**src/rtl/serial_pattern_tx.sv**
```systemverilog
// Serial pattern transmitter: loads a pattern word and shifts it out MSB-first, repeated, counting "101" hits.
// Latency: first pattern bit appears on out one cycle after the load is accepted; one bit per clock thereafter.
// Backpressure: load_ready is high only in IDLE; loads offered while busy are ignored until the FSM returns to IDLE.
module serial_pattern_tx #(
    parameter int WIDTH = 16,
    parameter int LEN_W = 5,
    parameter int REP_W = 8,
    parameter int CNT_W = 16
) (
    input  logic             clk,
    input  logic             R,
    input  logic             load_valid,
    output logic             load_ready,
    input  logic [WIDTH-1:0] load_data,
    input  logic [LEN_W-1:0] load_len,
    input  logic [REP_W-1:0] load_rep,
    input  logic             abort,
    output logic             out,
    output logic             out_valid,
    output logic             busy,
    output logic             done,
    output logic [CNT_W-1:0] hit_cnt
);

    localparam int IDX_W = (WIDTH > 1) ? $clog2(WIDTH) : 1;

    typedef enum logic [1:0] {
        IDLE  = 2'd0,
        SHIFT = 2'd1,
        DONE  = 2'd2
    } state_t;

    state_t             state;
    logic [WIDTH-1:0]   data_q;
    logic [IDX_W-1:0]   idx;
    logic [IDX_W-1:0]   len_m1;
    logic [REP_W-1:0]   reps_left;
    logic [1:0]         hist;

    logic [LEN_W-1:0]   eff_len;
    logic [IDX_W-1:0]   eff_len_m1;
    logic [REP_W-1:0]   eff_rep;
    logic               cur_bit;

    assign load_ready = (state == IDLE);
    assign cur_bit    = data_q[idx];

    // Normalise the requested length and repeat count: 0 or oversize length means full width, 0 repeats means one.
    always_comb begin
        eff_len = load_len;
        if ((load_len == '0) || (load_len > LEN_W'(WIDTH))) begin
            eff_len = LEN_W'(WIDTH);
        end
        eff_rep = (load_rep == '0) ? REP_W'(1) : load_rep;
    end

    assign eff_len_m1 = IDX_W'(eff_len - LEN_W'(1));

    // Transmit FSM with registered outputs; history holds the last two emitted bits for overlapping 101 detection.
    always_ff @(posedge clk) begin
        if (R) begin
            state     <= IDLE;
            data_q    <= '0;
            idx       <= '0;
            len_m1    <= '0;
            reps_left <= '0;
            hist      <= 2'b00;
            out       <= 1'b0;
            out_valid <= 1'b0;
            busy      <= 1'b0;
            done      <= 1'b0;
            hit_cnt   <= '0;
        end else begin
            case (state)
                IDLE: begin
                    out       <= 1'b0;
                    out_valid <= 1'b0;
                    busy      <= 1'b0;
                    done      <= 1'b0;
                    if (load_valid) begin
                        data_q    <= load_data;
                        len_m1    <= eff_len_m1;
                        idx       <= eff_len_m1;
                        reps_left <= eff_rep;
                        hit_cnt   <= '0;
                        hist      <= 2'b00;
                        busy      <= 1'b1;
                        state     <= SHIFT;
                    end
                end
                SHIFT: begin
                    done <= 1'b0;
                    if (abort) begin
                        out       <= 1'b0;
                        out_valid <= 1'b0;
                        busy      <= 1'b0;
                        state     <= IDLE;
                    end else begin
                        out       <= cur_bit;
                        out_valid <= 1'b1;
                        busy      <= 1'b1;
                        hist      <= {hist[0], cur_bit};
                        // Counter saturates rather than wrapping so long streams never under-report.
                        if ((hist == 2'b10) && cur_bit && (hit_cnt != '1)) begin
                            hit_cnt <= hit_cnt + CNT_W'(1);
                        end
                        if (idx == '0) begin
                            if (reps_left > REP_W'(1)) begin
                                idx       <= len_m1;
                                reps_left <= reps_left - REP_W'(1);
                            end else begin
                                state <= DONE;
                            end
                        end else begin
                            idx <= idx - IDX_W'(1);
                        end
                    end
                end
                DONE: begin
                    out       <= 1'b0;
                    out_valid <= 1'b0;
                    busy      <= 1'b0;
                    done      <= 1'b1;
                    state     <= IDLE;
                end
                default: begin
                    out       <= 1'b0;
                    out_valid <= 1'b0;
                    busy      <= 1'b0;
                    done      <= 1'b0;
                    state     <= IDLE;
                end
            endcase
        end
    end

endmodule

```
**config.mk**
```make
export PLATFORM = sky130hd
export DESIGN_NAME = serial_pattern_tx
export DESIGN_NICKNAME = d
export VERILOG_FILES = /design/src/rtl/serial_pattern_tx.sv
export SDC_FILE = /design/constraint.sdc
export NUM_CORES = 1
export LEC_CHECK = 0
export CORE_MARGIN = 10
export CORE_UTILIZATION = 53
export DETAILED_ROUTE_END_ITERATION = 12
export GPL_TIMING_DRIVEN = 1
export PLACE_DENSITY_LB_ADDON = 0.12
export SYNTH_ARGS = -nofsm -noshare
export SYNTH_HDL_FRONTEND = slang
export SYNTH_SLANG_ARGS = --single-unit
```
**constraint.sdc**
```tcl
create_clock -name clk -period 2.67 [get_ports clk]
set_clock_uncertainty 0.1 [all_clocks]
set_input_delay 0.801 -clock clk [delete_from_list [all_inputs] [get_ports clk]]
set_output_delay 0.801 -clock clk [all_outputs]
set_load 0.05 [all_outputs]
```
After elaboration in Yosys (flattened, before gate mapping)
Index checks and enable logic that the tools add are counted.
{ "word_totals": {"regBits": 56, "input_bits": 33, "elab_cells": 77} }
{ "classes": {"n_addsub": 4, "order_cmp": 3, "eq_ne": 12, "mux": 30, "n_bitwise": 1, "n_reduce_logical": 16} }
{ "op_table": {"columns": ["op", "count"], "rows": [
  ["two-way mux 16 bit", 3],
  ["two-way mux 8 bit", 5],
  ["case mux 16 bit (2 select lines)", 1],
  ["two-way mux 4 bit", 5],
  ["adder 16 x 1 -> 16 bit (second input constant)", 1],
  ["inequality test 16 bit (second input constant)", 1],
  ["case mux 8 bit (2 select lines)", 1],
  ["two-way mux 2 bit", 6],
  ["inequality test 2 bit (second input constant)", 5],
  ["inequality test 3 bit (second input constant)", 3],
  ["greater-than comparator 8 x 1 -> 1 bit (second input constant)", 1],
  ["zero test 8 bit", 1],
  ["case mux 2 bit (2 select lines)", 2],
  ["case mux 4 bit (2 select lines)", 1],
  ["AND reduction 4 bit", 2],
  ["subtractor 4 x 1 -> 4 bit (second input constant)", 2],
  ["subtractor 8 x 1 -> 8 bit (second input constant)", 1],
  ["AND reduction 3 bit", 2],
  ["greater-than comparator 5 bit (second input constant)", 1],
  ["zero test 5 bit", 1],
  ["less-than comparator 4 x 5 -> 1 bit (second input constant)", 1],
  ["AND reduction 5 bit", 1],
  ["binary-select mux 1 bit (select 4 bit)", 1],
  ["equality test 2 bit (second input constant)", 2],
  ["other kinds (12)", 16]
]} }

Logic depth before layout (Yosys ltp)
Gate-level depths: netlist (run 1).
{ "depth": {"ltp_word": 7, "mapped_depth": 10} }

Worst setup path after synthesis (run 1)
OpenSTA, ideal clock, no wires.
{ "synth_timing": {"path_type": "reg-to-reg", "startpoint": "register hit_cnt[1]", "endpoint": "register hit_cnt[14]", "arrival_time_ps": 2249, "slack_ps": 199, "stages_incl_launch_ff": 8, "n_path_buf": 1, "period_less_slack_ps": 2471, "cell_sequence": "dfxtp_1 -> ha_1 -> nand2_1 -> nor3_1 -> a31oi_2 -> buf_2 -> a41oi_1 -> nand2_1"} }
{ "synth_between": {"elab_chain_len": 4, "elab_cells_between_ends": 8} }
{ "synth_lines": {"columns": ["element", "line", "text"], "rows": [
  ["start, declared", "22", "output logic [CNT_W-1:0] hit_cnt"],
  ["start signal, assigned", "105", "hit_cnt <= hit_cnt + CNT_W'(1);"],
  ["adder 16 x 1 -> 16 bit / inequality test 16 bit (equally long branches)", "105, 104", null],
  ["two-way mux 16 bit / logical AND 1 bit (equally long branches)", "104", "if ((hist == 2'b10) && cur_bit && (hit_cnt != '1)) begin"],
  ["two-way mux 16 bit / inequality test 2 bit (equally long branches)", null, null],
  ["case mux 16 bit (2 select lines) / AND reduction 4 bit (equally long branches)", null, null]
]} }
Several ways; a longest one is shown, not always the timed one. The select of a mux whose other input is x is not followed.
A chain may end at the register's enable or synchronous reset.

Worst setup path in the final report (run 1)
{ "layout_timing": {"startpoint": "register hit_cnt[2]", "endpoint": "output hit_cnt[2]"} }
No word-level cell between the ends.

==> out/qor.yml, run 1 <==
synth:
  yosysTopAreaCell: "dfxtp_1"
  async_flop_share_pct: 0
  synth_cell_types: 55
  synth_seq_cells: 56
  synth_edf_count: 0
  synth.area.top_cells: "dfxtp_1 (37%), nand2_1 (9.4%), a21oi_1 (5.5%)"
  ys_seq_area_share_pct: 37.29
  synthesis.nets: 424
  synth.most_common_cell: "nand2_1"
  yosys.area.top_type_share_pct: 37.29
  netlist_area_um2: 3007
  ys.flop_type: "dfxtp_1"
  yosys_warnings: 0
  synth_cells: 386
  syn_area_per_cell_um2: 7.789
  ys_top_cells_by_count: "nand2_1 (75), dfxtp_1 (56), nor2_1 (34)"
cells_and_area:
  layout.cells.non_filler: 508
  finish.net_count: 473
  area_delta_synth_final_pct: 23.55
  drive_above_1_share_pct: 10.32
  utilization_pct: 67.46
  diodes: 0
run:
  maxCapViolations: 0
clock_network:
  cts_post_setup_buffers_inserted: 0
  cts_resized: 0
  ctsHoldBuffers: 0
  clock_sinks: 56
  cts_tree: "built"
  cts_root_buf: "clkbuf_8"
  h-tree-depth: 2
  clk_pin_slew_ns: 0.11
  worst_skew_pair.late_latency_ns: 0.31
  cts_made_buffers: 5
  clock_path_buffers: 2
drt:
  drtIter0Drc: 160
  drt-total-wl_mm: 7.829
  firstDrtPassIters: 4
  avgViaCountPerCell: 6.002
  drc: 0
  num_vias: 3049
  wire_per_inst_um: 15.41
  drtAntennaViolNets: 0
timing:
  fmax_mhz: 381.8
  hold_violations: 0
  fin_crit_ns: 2.619
  rsz0062_at_grt: "false"
  setup_violations: 0
  slew_violations: 0
  setup_slack_ns: 0.05070
  tightest_slew_ns: 0.8243
  fin_crit_sh_pct: 98.10
  whs_ns: 0.3581
  slew_headroom_pct: 44.87
pwr:
  power_frac_clock_pct: 25.8
  p_per_area_nw_per_um2: 504.9
  totalPowerFinal_uw: 1875
  vdd_ir_drop_max_mv: 0.3511
  switching_share_pct: 32.04
  p_switching_uw: 600.8
  leakage_uw: 0.001302
  internal_power_uw: 1275
  seqPwrFrac_pct: 49.8
  combinationalPowerShare_pct: 24.4
floorplan:
  rows: 27
  core_area_um2: 5507
  die-width_um: 95.32
  io_pins: 54
  dieArea_um2: 9086
  start_util_pct: 54.60
  die_y_um: 95.32
critical_path:
  worstPathCellList: "clkdlybuf4s50_1"
  slowest_delay_ns: 0.87
  cp-start-kind: "flop"
  timing.critical_path.buf_inv: 1
  cp.required_ns: 1.77
  critical-path-top-delay-family: "buffers and inverters"
  crit_slowest_cell: "clkdlybuf4s50_1"
  cp_max_fo: 7
  critPathCaptureType: "output pin"
  cp.arrival_ns: 1.72
  path_class: "flop to output pin"
placement:
  dp_cells: 500
  place_hpwl_mm: 5.618
  place_congestion: 0.9314
  port_buffers: 53
  dp_slack_ns: -0.06098
status:
  status: "finished clean"
hold_path:
  worstHoldPathType: "flop to flop"
grt:
  antenna_found_initial: 0
  grt-ovfl-total: 0
  grt_max_degree: 51
  grt_use_total_pct: 16.68
  grt_pass1_wl_mm: 12.52
  grt_pass1_vias: 2785
placed cells by master (no fill, tap or decap), drive strengths merged, types with 3 or more instances in the layout:
master,Yosys,final
a211oi,7,7
a21oi,33,33
a31o,6,6
a31oi,12,12
and2,3,3
buf,8,15
clkbuf,18,5
clkdlybuf4s50,0,53
dfxtp,56,56
ha,5,5
inv,9,10
mux4,4,4
nand2,75,75
nand2b,7,7
nand3,20,20
nand4,8,8
nand4b,4,4
nor2,34,34
nor3,8,8
nor3b,3,3
nor4,5,5
o211ai,4,4
o21ai,12,12
o311ai,4,4
o31ai,4,4
or2,3,3
or4,5,5
power by group through the flow:
stage               combinational, µW  clock (µW)  sequential (µW)
floorplan                         318           0              936
global placement                  446           0              951
detailed placement                453           0              953
CTS                               455         494              933
global route                      505         515              941
finish                            457         485              934
final cells by class:
cell class	count	area, µm²
Timing Repair Buffer	68	643.1
Clock inverter	3	22.52
Inverter	9	33.78
Tap cell	72	90.09
Sequential cell	56	1121
Clock buffer	5	68.82
Fill cell	477	1792
Multi-Input combinational cell	295	1735
cells by family after synthesis:
family | Yosys count | share of synthesized area, %
AO/OA/AOI/OAI | 97 | 21.22
XOR/XNOR | 1 | 0.2914
adder cells (fa/ha/maj) | 5 | 2.081
buffers and inverters | 35 | 5.160
flip-flops | 56 | 37.29
multiplexers | 4 | 2.996
AND/OR/NAND/NOR | 188 | 30.96
path summary, 6_finish.rpt:
check	start	endpoint	slack, ns	cells past startpoint
setup reg to reg	idx[0]$_SDFFE_PP0P_	reps_left[3]$_SDFFE_PP0P_	0.30	7
setup / recovery	hit_cnt[2]$_SDFFE_PP0P_	hit_cnt[2]	0.05	1
hold reg to reg	data_q[0]$_SDFFE_PP0P_	data_q[0]$_SDFFE_PP0P_	0.36	2
hold / removal	data_q[0]$_SDFFE_PP0P_	data_q[0]$_SDFFE_PP0P_	0.36	2
per-stage QoR:
step,cell area [µm²],setup TNS [ns]
2_1_floorplan,3007,0
3_3_place_gp,3623,-0.004532
3_5_place_dp,3623,-0.06945
4_1_cts,3715,0
5_1_grt,3715,0
6_report,3715,0
metal layers:
metal  routed length, µm  GRT usage (%)
met4                 142          7.606
met1                3369          20.16
met2                3806          28.01
met3                 510          3.221
met5                   0              0
sequential cells by signal (all words and copies together), names as in the netlist:
register,count
busy,1
data_q,16
done,1
hist,2
hit_cnt,16
idx,4
len_m1,4
out,1
out_valid,1
reps_left,8
state,2
worst min-delay path: stages, from the launching register on:
cell	delay, ns
dfxtp_1	0.32
nand2_1	0.05
a21oi_1	0.05
(Power assumes the default switching activity.)
==> inputs of run 2 (changes only) <==
clock period = 2.8 ns   (was 2.67 ns; I/O delays follow)
==> run 2 against run 1 <==
Against the previous run: clock-buffer cell count unchanged; hold slack better by 0.0048 ns; sequential power decreased by 4.7%; register-to-register slack better by 0.10 ns; critical path depth is the same; total power fell by 4.7%.
==> out/qor.yml, run 2 (synthesis gave the netlist of run 1 again) <==
status:
  status: "finished clean"
clock_network:
  ctsHoldBuffers: 0
  cts_root_buf: "clkbuf_8"
  clock_sinks: 56
  cts_tree: "built"
  clk_pin_slew_ns: 0.11
  cts_post_setup_buffers_inserted: 0
  worst_skew_pair.late_latency_ns: 0.32
  cts_made_buffers: 5
  cts_resized: 0
  h-tree-depth: 2
  clock_path_buffers: 2
drt:
  drc: 0
  drtAntennaViolNets: 0
  avgViaCountPerCell: 5.980
  wire_per_inst_um: 15.36
  firstDrtPassIters: 4
  drtIter0Drc: 189
  num_vias: 3032
  drt-total-wl_mm: 7.785
hold_path:
  worstHoldPathType: "flop to flop"
  hold_depth: 2
timing:
  fin_crit_ns: 2.655
  fmax_mhz: 376.7
  slew_headroom_pct: 46.31
  rsz0062_at_grt: "false"
  setup_slack_ns: 0.1454
  tns_ns: 0
  slew_violations: 0
  fin_crit_sh_pct: 94.81
  tightest_slew_ns: 0.8028
  setup_violations: 0
  hold_violations: 0
floorplan:
  dieArea_um2: 9086
  core_area_um2: 5507
  die_y_um: 95.32
  start_util_pct: 54.60
  rows: 27
  io_pins: 54
  die-width_um: 95.32
critical_path:
  r2r_cells: 5
  cp.arrival_ns: 1.71
  critPathCaptureType: "output pin"
  slowest_delay_ns: 0.87
  cp_max_fo: 7
  cp.required_ns: 1.86
  crit_slowest_cell: "clkdlybuf4s50_1"
  worst-path-stages: 1
  critical-path-top-delay-family: "buffers and inverters"
  cp-start-kind: "flop"
  timing.critical_path.buf_inv: 1
  worstPathCellList: "clkdlybuf4s50_1"
  path_class: "flop to output pin"
placement:
  placed_cell_area_um2: 3616
  place_hpwl_mm: 5.754
  place_congestion: 0.8972
  dp_slack_ns: 0.07664
  port_buffers: 53
pwr:
  p_per_area_nw_per_um2: 482.3
  vdd_ir_drop_max_mv: 0.2767
  leakage_uw: 0.001298
cells_and_area:
  diodes: 0
  nFillCells: 484
  final_cell_mix: "nand2_1 (75), dfxtp_1 (56), clkdlybuf4s50_1 (53)"
  utilization_pct: 67.33
  drive_above_1_share_pct: 10.11
  area_delta_synth_final_pct: 23.30
  largestRegisters: "data_q: 16 flops, hit_cnt: 16 flops, reps_left: 8 flops"
  finish.net_count: 472
  final_area_um2: 3707
  layout.cells.most_common: "nand2_1"
run:
  maxCapViolations: 0
grt:
  grt_use_total_pct: 17.67
  grt_max_degree: 51
  grt-ovfl-total: 0
  grt_pass1_wl_mm: 13.29
  grt_pass1_vias: 2898
  antenna_found_initial: 0
[run 2: final cells by class]
class,count,area [µm²],share of cell area [%]
clock buffers,5,68.82,1.856
well taps,72,90.09,2.430
multi-input cells,295,1735,46.81
flip-flops and latches,56,1121,30.24
inverters,9,33.78,0.9112
repair buffers,67,635.6,17.14
clock inverters,3,22.52,0.6075
[run 2: power by group]
part           leakage (µW)  total [µW]  switching (µW)  internal (µW)
Sequential         0.000458         890            46.3            843
Combinational      0.000792         433             244            189
Clock             0.0000485         465             285            180
[run 2: worst min-delay path, delay by kind of cell (launching register included)]
family           cells  cell delay, ns
AND/OR/NAND/NOR      1            0.05
AO/OA/AOI/OAI        1            0.05
flip-flops           1            0.32
[run 2: final timing paths]
path	start	end	slack [ns]
min reg2reg	hist[1]$_SDFFE_PP0P_	hist[1]$_SDFFE_PP0P_	0.36
max reg2reg	idx[0]$_SDFFE_PP0P_	hit_cnt[8]$_SDFFE_PP0P_	0.40
max	hit_cnt[2]$_SDFFE_PP0P_	hit_cnt[2]	0.15
min	hist[1]$_SDFFE_PP0P_	hist[1]$_SDFFE_PP0P_	0.36
[run 2: metrics by stage]
stage / total power (µW) / hold WS [ns] / cells
after detailed placement: 1337 / 0.3477 / 499
final: 1788 / 0.3629 / 507
after global placement: 1328 / 0.3402 / 499
after global routing: 1891 / 0.3803 / 507
after floorplan: 1196 / 0.3324 / 386
after CTS: 1790 / 0.3626 / 507
[run 2: layer usage]
metal  wire (µm)  global-route usage (%)
met1        3467                   20.93
met5           0                       0
met4         110                   6.733
met2        3843                   30.80
met3         363                   3.378
